==> src/rtl/rtc_hms_counter.sv <==
// BCD hours:minutes:seconds time-of-day counter advanced by rising edges of a
// same-domain 1 Hz square wave, with validated preset load and a run gate.
module rtc_hms_counter #(
  parameter int HOUR_MAX = 24
) (
  input  logic       clk,
  input  logic       rst_n,
  input  logic       clk_1hz,
  input  logic       run_en,
  input  logic       load,
  input  logic [7:0] load_hh,
  input  logic [7:0] load_mm,
  input  logic [7:0] load_ss,
  output logic [7:0] hh,
  output logic [7:0] mm,
  output logic [7:0] ss,
  output logic       sec_tick,
  output logic       min_tick,
  output logic       day_tick,
  output logic       load_err
);

  localparam int         HOUR_LAST     = HOUR_MAX - 1;
  localparam logic [7:0] HOUR_LAST_BCD = {4'(HOUR_LAST / 10), 4'(HOUR_LAST % 10)};
  localparam logic [7:0] HOUR_MAX_BIN  = 8'(HOUR_MAX);

  logic       clk_1hz_d_reg;
  logic [7:0] hh_reg, hh_next;
  logic [7:0] mm_reg, mm_next;
  logic [7:0] ss_reg, ss_next;
  logic       sec_tick_reg, sec_tick_next;
  logic       min_tick_reg, min_tick_next;
  logic       day_tick_reg, day_tick_next;
  logic       load_err_reg, load_err_next;

  logic       tick;
  logic       advance;
  logic       ss_wrap;
  logic       mm_wrap;
  logic       hh_wrap;

  // Increment of a two-digit BCD value; callers handle the wrap point.
  function automatic logic [7:0] bcd_inc(input logic [7:0] v);
    logic [7:0] r;
    if (v[3:0] >= 4'd9) begin
      r = {v[7:4] + 4'd1, 4'd0};
    end else begin
      r = {v[7:4], v[3:0] + 4'd1};
    end
    return r;
  endfunction

  assign tick    = clk_1hz & ~clk_1hz_d_reg;
  assign advance = tick & run_en & ~load;

  // Magnitude compares on BCD are monotonic, so >= also catches anything past the wrap.
  assign ss_wrap = (ss_reg >= 8'h59);
  assign mm_wrap = (mm_reg >= 8'h59);
  assign hh_wrap = (hh_reg >= HOUR_LAST_BCD);

  // ---------------- preset validation ----------------
  logic [23:0] load_bus;
  logic [5:0]  digit_ok;
  logic [7:0]  load_hh_dec;
  logic        ss_ok;
  logic        mm_ok;
  logic        hh_ok;
  logic        load_valid;

  assign load_bus = {load_hh, load_mm, load_ss};

  genvar gi;
  generate
    for (gi = 0; gi < 6; gi++) begin : g_digit
      assign digit_ok[gi] = (load_bus[gi*4 +: 4] <= 4'd9);
    end
  endgenerate

  assign load_hh_dec = ({4'd0, load_hh[7:4]} * 8'd10) + {4'd0, load_hh[3:0]};
  assign ss_ok       = (load_ss[7:4] <= 4'd5);
  assign mm_ok       = (load_mm[7:4] <= 4'd5);
  assign hh_ok       = (load_hh_dec < HOUR_MAX_BIN);
  assign load_valid  = (&digit_ok) & ss_ok & mm_ok & hh_ok;

  // ---------------- next-state ----------------
  always_comb begin
    hh_next       = hh_reg;
    mm_next       = mm_reg;
    ss_next       = ss_reg;
    sec_tick_next = 1'b0;
    min_tick_next = 1'b0;
    day_tick_next = 1'b0;
    load_err_next = 1'b0;

    if (load) begin
      // A tick in the same cycle as a load is deliberately lost.
      if (load_valid) begin
        hh_next = load_hh;
        mm_next = load_mm;
        ss_next = load_ss;
      end else begin
        load_err_next = 1'b1;
      end
    end else if (advance) begin
      sec_tick_next = 1'b1;
      if (ss_wrap) begin
        ss_next       = 8'h00;
        min_tick_next = 1'b1;
        if (mm_wrap) begin
          mm_next = 8'h00;
          if (hh_wrap) begin
            hh_next       = 8'h00;
            day_tick_next = 1'b1;
          end else begin
            hh_next = bcd_inc(hh_reg);
          end
        end else begin
          mm_next = bcd_inc(mm_reg);
        end
      end else begin
        ss_next = bcd_inc(ss_reg);
      end
    end
  end

  // ---------------- state registers ----------------
  always_ff @(posedge clk) begin
    if (!rst_n) begin
      clk_1hz_d_reg <= 1'b0;
      hh_reg        <= 8'h00;
      mm_reg        <= 8'h00;
      ss_reg        <= 8'h00;
      sec_tick_reg  <= 1'b0;
      min_tick_reg  <= 1'b0;
      day_tick_reg  <= 1'b0;
      load_err_reg  <= 1'b0;
    end else begin
      clk_1hz_d_reg <= clk_1hz;
      hh_reg        <= hh_next;
      mm_reg        <= mm_next;
      ss_reg        <= ss_next;
      sec_tick_reg  <= sec_tick_next;
      min_tick_reg  <= min_tick_next;
      day_tick_reg  <= day_tick_next;
      load_err_reg  <= load_err_next;
    end
  end

  assign hh       = hh_reg;
  assign mm       = mm_reg;
  assign ss       = ss_reg;
  assign sec_tick = sec_tick_reg;
  assign min_tick = min_tick_reg;
  assign day_tick = day_tick_reg;
  assign load_err = load_err_reg;

endmodule

==> config.mk <==
export PLATFORM = sky130hd
export DESIGN_NAME = rtc_hms_counter
export DESIGN_NICKNAME = d
export VERILOG_FILES = /design/src/rtl/rtc_hms_counter.sv
export SDC_FILE = /design/constraint.sdc
export NUM_CORES = 1
export LEC_CHECK = 0
export ABC_AREA = 1
export CORE_MARGIN = 10
export CORE_UTILIZATION = 34
export DETAILED_ROUTE_END_ITERATION = 8
export SYNTH_ARGS = -nofsm -noshare
export SYNTH_HDL_FRONTEND = slang
export SYNTH_SLANG_ARGS = --single-unit
==> constraint.sdc <==
create_clock -name clk -period 2.82 [get_ports clk]
set_input_delay 0.282 -clock clk [delete_from_list [all_inputs] [get_ports clk]]
set_output_delay 0.282 -clock clk [all_outputs]
set_load 0.01 [all_outputs]
# Word-level counts from Yosys, hierarchy flattened
# Cells that the tools add are included.
[word_totals]
out_inout_bits = 28
word_cells = 86
regBits = 29
input_bits = 29
[op_classes]
reduce_logical = 17
n_addsub = 7
mul = 1
bitwise_logic = 12
n_eq_ne = 1
magnitude_cmp = 15
n_mux = 22
[op_table]
columns = ["op", "count"]
rows = [
  ["two-way mux 8 bit", 18],
  ["adder 4 x 1 -> 4 bit (second input constant)", 6],
  ["less-or-equal comparator 4 bit (second input constant)", 6],
  [">= comparator 8 x 7 -> 1 bit (second input constant)", 2],
  [">= comparator 4 bit (second input constant)", 3],
  ["nonzero test 3 bit", 3],
  ["adder 8 x 4 -> 8 bit", 1],
  [">= comparator 8 x 6 -> 1 bit (second input constant)", 1],
  ["less-or-equal comparator 4 x 3 -> 1 bit (second input constant)", 2],
  ["less-than comparator 8 x 5 -> 1 bit (second input constant)", 1],
  ["AND reduction 4 bit", 2],
  ["multiplier 4 x 3 -> 7 bit (second input constant)", 1],
  ["AND 1 bit", 6],
  ["inverter 1 bit", 6],
  ["AND reduction 3 bit", 2],
  ["AND reduction 6 bit", 1],
  ["nonzero test 2 bit", 3],
  ["AND reduction 5 bit", 1],
  ["OR reduction 5 bit", 1],
  ["two-way mux 1 bit", 4],
  ["AND reduction 2 bit", 2],
  ["OR reduction 3 bit", 1],
  ["inequality test 2 x 1 -> 1 bit (second input constant)", 1],
  ["OR reduction 2 bit", 1],
]

# Logic depth before layout (Yosys ltp)
# Gate-level depths: netlist (run 1).
[logic_depth]
word_depth = 7
depth_mapped = 15

# Worst setup path after synthesis (run 1)
# OpenSTA, ideal clock, no wires.
[synth_timing]
path_type = "input -> register"
startpoint = "input port load_hh[5]"
endpoint = "register hh_reg[6] (netlist: hh[6])"
n_path_buf = 1
setup_ns = 0.110
cell_stages = 14
arrival_time_ns = 2.284
slack_ns = 0.426
cell_sequence = "ha_1 > ha_1 > fa_1 > inv_1 > or2_0 > nand3_1 > nand3_1 > nor2_2 > nand3_2 > nand2_4 > buf_2 > nand4_1 > nand2_1 > nor2_1"
[synth_via]
elab_chain_len = 7
word_cells_on_any_way = 10
cone_classes = "add/sub (1); mul (1); order compare (2); eq/ne (1); bitwise (3); reduce/logical (2)"
[synth_rtl]
columns = ["item", "line", "rtl"]
rows = [
  ["from (decl)", "11", "input logic [7:0] load_hh,"],
  ["parallel branches: the longest is 4 deep, another holds adder 8 x 4 -> 8 bit", "n/a", ""],
  ["AND 1 bit *", "83", "assign load_valid = (&digit_ok) & ss_ok & mm_ok & hh_ok;"],
  ["inequality test 2 x 1 -> 1 bit (no source line) *", "n/a", ""],
  ["AND reduction 5 bit (no source line) *", "n/a", ""],
  ["to (signal assigned)", "139", "hh_reg <= hh_next;"],
  ["to (decl)", "28", "logic [7:0] hh_reg, hh_next;"],
]
# Every way passes the cells marked *.
# A chain may end at the register's enable or synchronous reset.

# Worst setup path in the final report (run 1)
[layout_timing]
startpoint = "input port load_hh[7]"
endpoint = "register hh_reg[4] (netlist: hh[4])"
# Same word-level chain as after synthesis.

==> flow_summary_export.csv, run 1 <==
group,metric,value,unit
placed_design,routabilityCongestion,0.8211,
clock_tree,post_cts_resized,0,
clock_tree,clockBufferDepth,2,
timing,setup-tns-final,0,ns
synth,ys_async_sr_fraction,0,%
hold_path,min_delay_worst_endpoint,"mm[7]",
synth,syn_avg_cell_area,6.459,um^2
floorplanning,row_count,29,
clock_tree,postCtsSetupBuffers,0,
route,drt-pass1-iter-count,4,
placed_design,place_area,2988,um^2
clock_tree,tritoncts,"yes",
clock_tree,cts_sinks,29,
synth,synth.distinct_cells,34,
cells_and_area,post-route-util,49.62,%
route,wl_per_cell,12.66,um
floorplanning,start_util,35.40,%
setup_path,critPathMaxFanout,8,
timing,fmax,397.8,MHz
hold_path,hold_class,"reg -> reg",
floorplanning,dieArea,10360,um^2
setup_path,start_kind,"input pin",
timing,skew,0.003702,ns
setup_path,worstPathArrival,2.70,ns
cells_and_area,multi_input_area,1538,um^2
synth,syn_inst,352,
setup_path,critPathRequiredTime,3.00,ns
setup_path,cp-end-kind,"flip-flop",
placed_design,io_buffers,56,
status,status,"completed",
cells_and_area,design_area,3187,um^2
placed_design,pre_cts_ws,-0.2465,ns
cells_and_area,fill_cells,657,
cells_and_area,synthToLayoutAreaGrowth,40.18,%
clock_tree,numCtsBuffers,5,
synth,yosysWarnings,0,
timing,final-hold-violation-count,0,
synth,synth_xor_area_share,2.697,%
timing,tightest_slew,0.4712,ns
flow_run,drv_cap,0,
synth,synth_top_cell_by_area,"dfxtp_1",
global_route,grt_pass1_vias,2347,
global_route,grt_max_degree,26,
setup_path,cp-startpoint,"load_hh[7]",
cells_and_area,n_antenna_cell,0,
timing,finalMaxSlewViolations,0,
hold_path,whs_path_depth,2,
cells_and_area,drive_above_1_share,11.85,%
global_route,overflow,0,
route,drt-total-wl,6316,um
setup_path,reg2reg_depth,12,
floorplanning,pin_count,57,
cells_and_area,fin_nets,472,
power_and_ir_drop,p_leak,1.509,nW
clock_tree,clk-insertion-delay-late,0.28,ns
synth,synthMuxAreaShare,0,%
timing,setup_slack,0.3061,ns
synth,synth_ff_type,"dfxtp_1",
synth,synthSimpleGateAreaFrac,38.80,%
synth,synth_top_family_by_area,"simple AND/OR/NAND/NOR gates",
power_and_ir_drop,ir_drop,0.0001536,V
setup_path,path_class,"in -> reg",
global_route,antenna_found_initial,0,
route,remaining_drc_errors,0,
synth,synthAdderAreaFrac,12.44,%
setup_path,worst_r2r_endpoint,"mm[1]",
synth,synth_edf_count,0,
clock_tree,ctsHoldBuffers,0,
timing,period_minus_slack,2.514,ns
synth,ys_ff_latch,29,
setup_path,timing.reg2reg.setup_slack,0.76,ns
synth,synth_area_leaders,"dfxtp_1 (26%), nand2_1 (15%), ha_1 (12%)",
floorplanning,chipWidth,101.8,um
clock_tree,clock-root-buffer,"clkbuf_8",
floorplanning,die_h,101.8,um
clock_tree,clk_pin_slew_worst_paths,0.07,ns
placed_design,dp_hpwl,5008,um
clock_tree,h-tree-depth,2,
route,drt_first_iter_violations,82,
timing,slew_headroom,68.49,%
synth,synth_top_area_share,25.54,%
cells_and_area,area.sequential,580.6,um^2
synth,synth_compound_area_share,9.686,%
setup_path,rr_startpoint,"ss[0]",
timing,whs,0.4626,ns
timing,fin_crit_sh,89.14,%
global_route,track_usage,12.29,%
global_route,grt_pass1_wl,10470,um
timing,setup-violations-final,0,
synth,netlist_area,2273,um^2
synth,synth_fp_nets,403,
floorplanning,coreArea,6422,um^2
route,antenna_left,0,
route,routed_via_density,4.812,
synth,ys_seq_area_share,25.54,%
route,num_vias,2401,
timing,rsz0062_at_grt,"no",
hold_path,min_from,"mm[7]",
power_and_ir_drop,power_density,358.6,nW/um^2
per-stage QoR:
stage	power (W)	instances
5_1_grt	0.001217	499
3_3_place_gp	0.0007971	490
3_5_place_dp	0.0008003	490
6_report	0.001143	499
2_1_floorplan	0.0006578	352
4_1_cts	0.001134	498
layout by cell type, fill, tap and decap left out, types with 3 or more instances in the layout:
cell	instances
a21boi_0	9
a21oi_1	6
buf_4	10
buf_6	4
clkbuf_8	5
clkdlybuf4s50_1	52
dfxtp_1	29
dlymetal6s2s_1	4
ha_1	18
inv_1	49
inv_2	4
nand2_1	90
nand2_2	5
nand3_1	17
nand3_2	7
nand4_1	16
nor2_1	52
o21a_1	4
o21ai_0	8
xnor2_1	3
xor2_1	4
final cells by class:
class                           instances  area share (%)
Clock buffer                            6           2.277
Clock inverter                          2          0.3141
Inverter                               53           6.243
Multi-Input combinational cell        262           48.25
Sequential cell                        29           18.22
Tap cell                               77           3.023
Timing Repair Buffer                   70           21.67
worst max-delay path, cell delays in order:
cell and delay [ns]:
dlymetal6s2s_1 0.16, ha_4 0.25, ha_2 0.17, fa_1 0.58, inv_1 0.06, or2_1 0.24
nand3_2 0.07, nand3_2 0.09, nor2_4 0.13, nand3_4 0.15, nand2_8 0.16, buf_6 0.12
nand4_1 0.08, nand2_1 0.09, nor2_1 0.04
cell usage after synthesis, drive strengths merged (3+ instances only):
library cell / number
nand2: 96
nor2: 55
inv: 52
dfxtp: 29
nand3: 26
ha: 21
nand4: 16
o21ai: 11
a21boi: 9
a21oi: 6
buf: 5
clkbuf: 4
o21a: 4
xor2: 4
or2: 3
xnor2: 3
how the worst max path moves through the flow:
| stage | to | slack, ns | cells after the start |
|---|---|---|---|
| floorplan | hh[6] | 0.43 | 14 |
| detailed placement | hh[0] | -0.25 | 15 |
| finish | hh[4] | 0.31 | 15 |
| CTS | hh[0] | 0.05 | 15 |
| global placement | ss[1] | -0.15 | 14 |
| global route | hh[0] | 0.18 | 15 |
kinds of logic after synthesis:
group,Yosys count
xor+xnor,7
compound gates,34
buf+inv,62
simple gates,198
fa+ha+maj,22
flops,29
report_power, final:
group	internal, W	total [W]	switching [W]
logic	0.000166	0.000354	0.000188
registers	0.000430	0.000453	0.0000237
clock network	0.000171	0.000335	0.000165
layer usage:
metal	vias up	share of wire, %	GRT usage (%)
li1	1247	-	-
met1	1092	42	13.47
met2	54	49	22.12
met3	8	6.7	3.676
met4	0	1.4	3.960
met5	-	0	0
Power figures use the tool's default switching activity.
==> inputs of run 2 (changes only) <==
--- a/config.mk
+++ b/config.mk
@@ -12,3 +12,4 @@
 export SYNTH_ARGS = -nofsm -noshare
 export SYNTH_HDL_FRONTEND = slang
 export SYNTH_SLANG_ARGS = --single-unit
+export TNS_END_PERCENT = 50
==> results of run 2 <==
The final DEF is identical to that of run 1; final timing and power are the same.
==> inputs of run 3 (changes only) <==
--- a/config.mk
+++ b/config.mk
@@ -7,8 +7,9 @@
 export LEC_CHECK = 0
 export ABC_AREA = 1
 export CORE_MARGIN = 10
-export CORE_UTILIZATION = 34
+export CORE_UTILIZATION = 44
 export DETAILED_ROUTE_END_ITERATION = 8
+export PLACE_DENSITY = 0.73
 export SYNTH_ARGS = -nofsm -noshare
 export SYNTH_HDL_FRONTEND = slang
 export SYNTH_SLANG_ARGS = --single-unit
==> run 3 against run 2 <==
Net effect:
- sequential share of layout area rose by 0.28 points
- first-iteration DRC count rose by 27%
- fmax fell by 5.7%
- design area fell by 1.5%
- critical endpoint is now mm[2]
- largest cell class unchanged
- largest power group unchanged
==> flow_summary_export.csv, run 3 (synthesis results as in run 1) <==
group,metric,value,unit
timing,setup-violations-final,0,
clock_tree,tritoncts,"yes",
timing,period_minus_slack,2.665,ns
clock_tree,clockBufferDepth,2,
cells_and_area,n_antenna_cell,0,
global_route,overflow,0,
placed_design,placed_cells,482,
setup_path,cp-startpoint,"load_hh[6]",
placed_design,pre_cts_ws,-0.2511,ns
global_route,antenna_found_initial,0,
placed_design,io_buffers,56,
setup_path,critPathMaxFanout,8,
power_and_ir_drop,ir_drop,0.0002041,V
floorplanning,chipWidth,91.88,um
power_and_ir_drop,power_density,366.7,nW/um^2
global_route,grt_pass1_vias,2333,
route,drt-pass1-iter-count,4,
setup_path,worstPathArrival,2.84,ns
timing,skew,0.001187,ns
power_and_ir_drop,p_leak,1.496,nW
floorplanning,dieArea,8442,um^2
cells_and_area,fin_nets,475,
global_route,grt_max_degree,27,
setup_path,start_kind,"input pin",
timing,tightest_slew,0.3320,ns
route,wl_per_cell,12.21,um
floorplanning,die_h,91.88,um
timing,finalMaxSlewViolations,0,
timing,whs,0.4586,ns
route,drt_first_iter_violations,104,
hold_path,min_from,"mm[7]",
floorplanning,start_util,44.80,%
status,status,"completed",
timing,slew_headroom,77.78,%
clock_tree,ctsHoldBuffers,0,
clock_tree,clk_pin_slew_worst_paths,0.06,ns
cells_and_area,post-route-util,61.83,%
global_route,track_usage,14.45,%
floorplanning,row_count,26,
route,remaining_drc_errors,0,
setup_path,critPathRequiredTime,3.00,ns
clock_tree,clk-insertion-delay-late,0.28,ns
cells_and_area,final_common_cell,"nand2_1",
cells_and_area,synthToLayoutAreaGrowth,38.03,%
timing,setup_slack,0.1552,ns
flow_run,drv_cap,0,
floorplanning,pin_count,57,
route,num_vias,2395,
clock_tree,clock-root-buffer,"clkbuf_8",
route,drt-total-wl,6034,um
timing,fmax,375.3,MHz
cells_and_area,layout_common_cells,"nand2_1 (91), clkdlybuf4s50_1 (54), nor2_1 (52)",
placed_design,routabilityCongestion,0.8679,
setup_path,cp-end-kind,"flip-flop",
placed_design,dp_hpwl,4827,um
floorplanning,coreArea,5075,um^2
timing,fin_crit_sh,94.50,%
cells_and_area,stdcell_count,494,
setup_path,rr_startpoint,"ss[0]",
hold_path,hold_class,"reg -> reg",
timing,final-hold-violation-count,0,
cells_and_area,fill_cells,489,
cells_and_area,drive_above_1_share,11.08,%
route,antenna_left,0,
setup_path,path_class,"in -> reg",
clock_tree,h-tree-depth,2,
global_route,grt_pass1_wl,10540,um
clock_tree,cts_sinks,29,
clock_tree,numCtsBuffers,5,
route,routed_via_density,4.848,
==> run 3: cell count changes in the layout (fill, tap and decap cells not counted), sizes merged <==
cell and delta:
clkinv -2, buf +3, dlymetal6s2s -2, clkdlybuf4s50 +2, clkbuf +1
==> run 3: stage by stage <==
step,total power (W),area [um^2],TNS (ns)
after floorplan,0.0006578,2273,0
after global placement,0.0007913,2972,-2.261
after detailed placement,0.0007988,2972,-4.752
after CTS,0.001146,3058,0
after global routing,0.001225,3138,-0.1105
final,0.001151,3138,0
==> run 3: per-layer routing <==
layer | wire (um) | vias up | GRT usage [%]
met1 | 2648 | 1086 | 16.91
met2 | 3048 | 52 | 25.82
met3 | 317 | 2 | 3.423
met5 | 0 | - | 0
li1 | - | 1255 | -
met4 | 19 | 0 | 3.470
==> run 3: repair_timing <==
action / 4_1_cts / 5_1_grt
endpoints found under the setup margin: 0 / 24
resized for setup: 0 / 13
setup buffers: 0 / 4
endpoints found under the hold margin: 0 / 0
==> run 3: where the power goes <==
part | switching [W] | internal [W] | total [W]
Combinational | 0.000183 | 0.000166 | 0.000349
Sequential | 0.0000236 | 0.000430 | 0.000453
Clock | 0.000155 | 0.000193 | 0.000348
==> run 3: final cells by class <==
class / count / area [um^2] / area share (%)
Clock buffer: 7 / 86.33 / 2.751
Timing Repair Buffer: 73 / 693.2 / 22.09
Sequential cell: 29 / 580.6 / 18.50
Multi-Input combinational cell: 262 / 1491 / 47.53
Inverter: 53 / 198.9 / 6.340
Tap cell: 70 / 87.58 / 2.791
==> run 3: worst paths after layout <==
kind / to / slack (ns) / depth (start not counted)
worst max-delay path: mm[2] / 0.16 / 15
worst min register to register: mm[7] / 0.46 / 2
worst min-delay path: mm[7] / 0.46 / 2
worst max register to register: mm[1] / 0.75 / 12
==> run 3: worst max-delay path: stages <==
cell and delay (ns):
clkdlybuf4s50_1 0.43, ha_2 0.20, ha_2 0.19, fa_1 0.57, inv_1 0.06, or2_0 0.19, nand3_1 0.08, nand3_1 0.09
nor2_2 0.15, nand3_4 0.14, nand2_4 0.15, buf_4 0.12, nand3_1 0.06, nand2_1 0.07, nor2_1 0.04
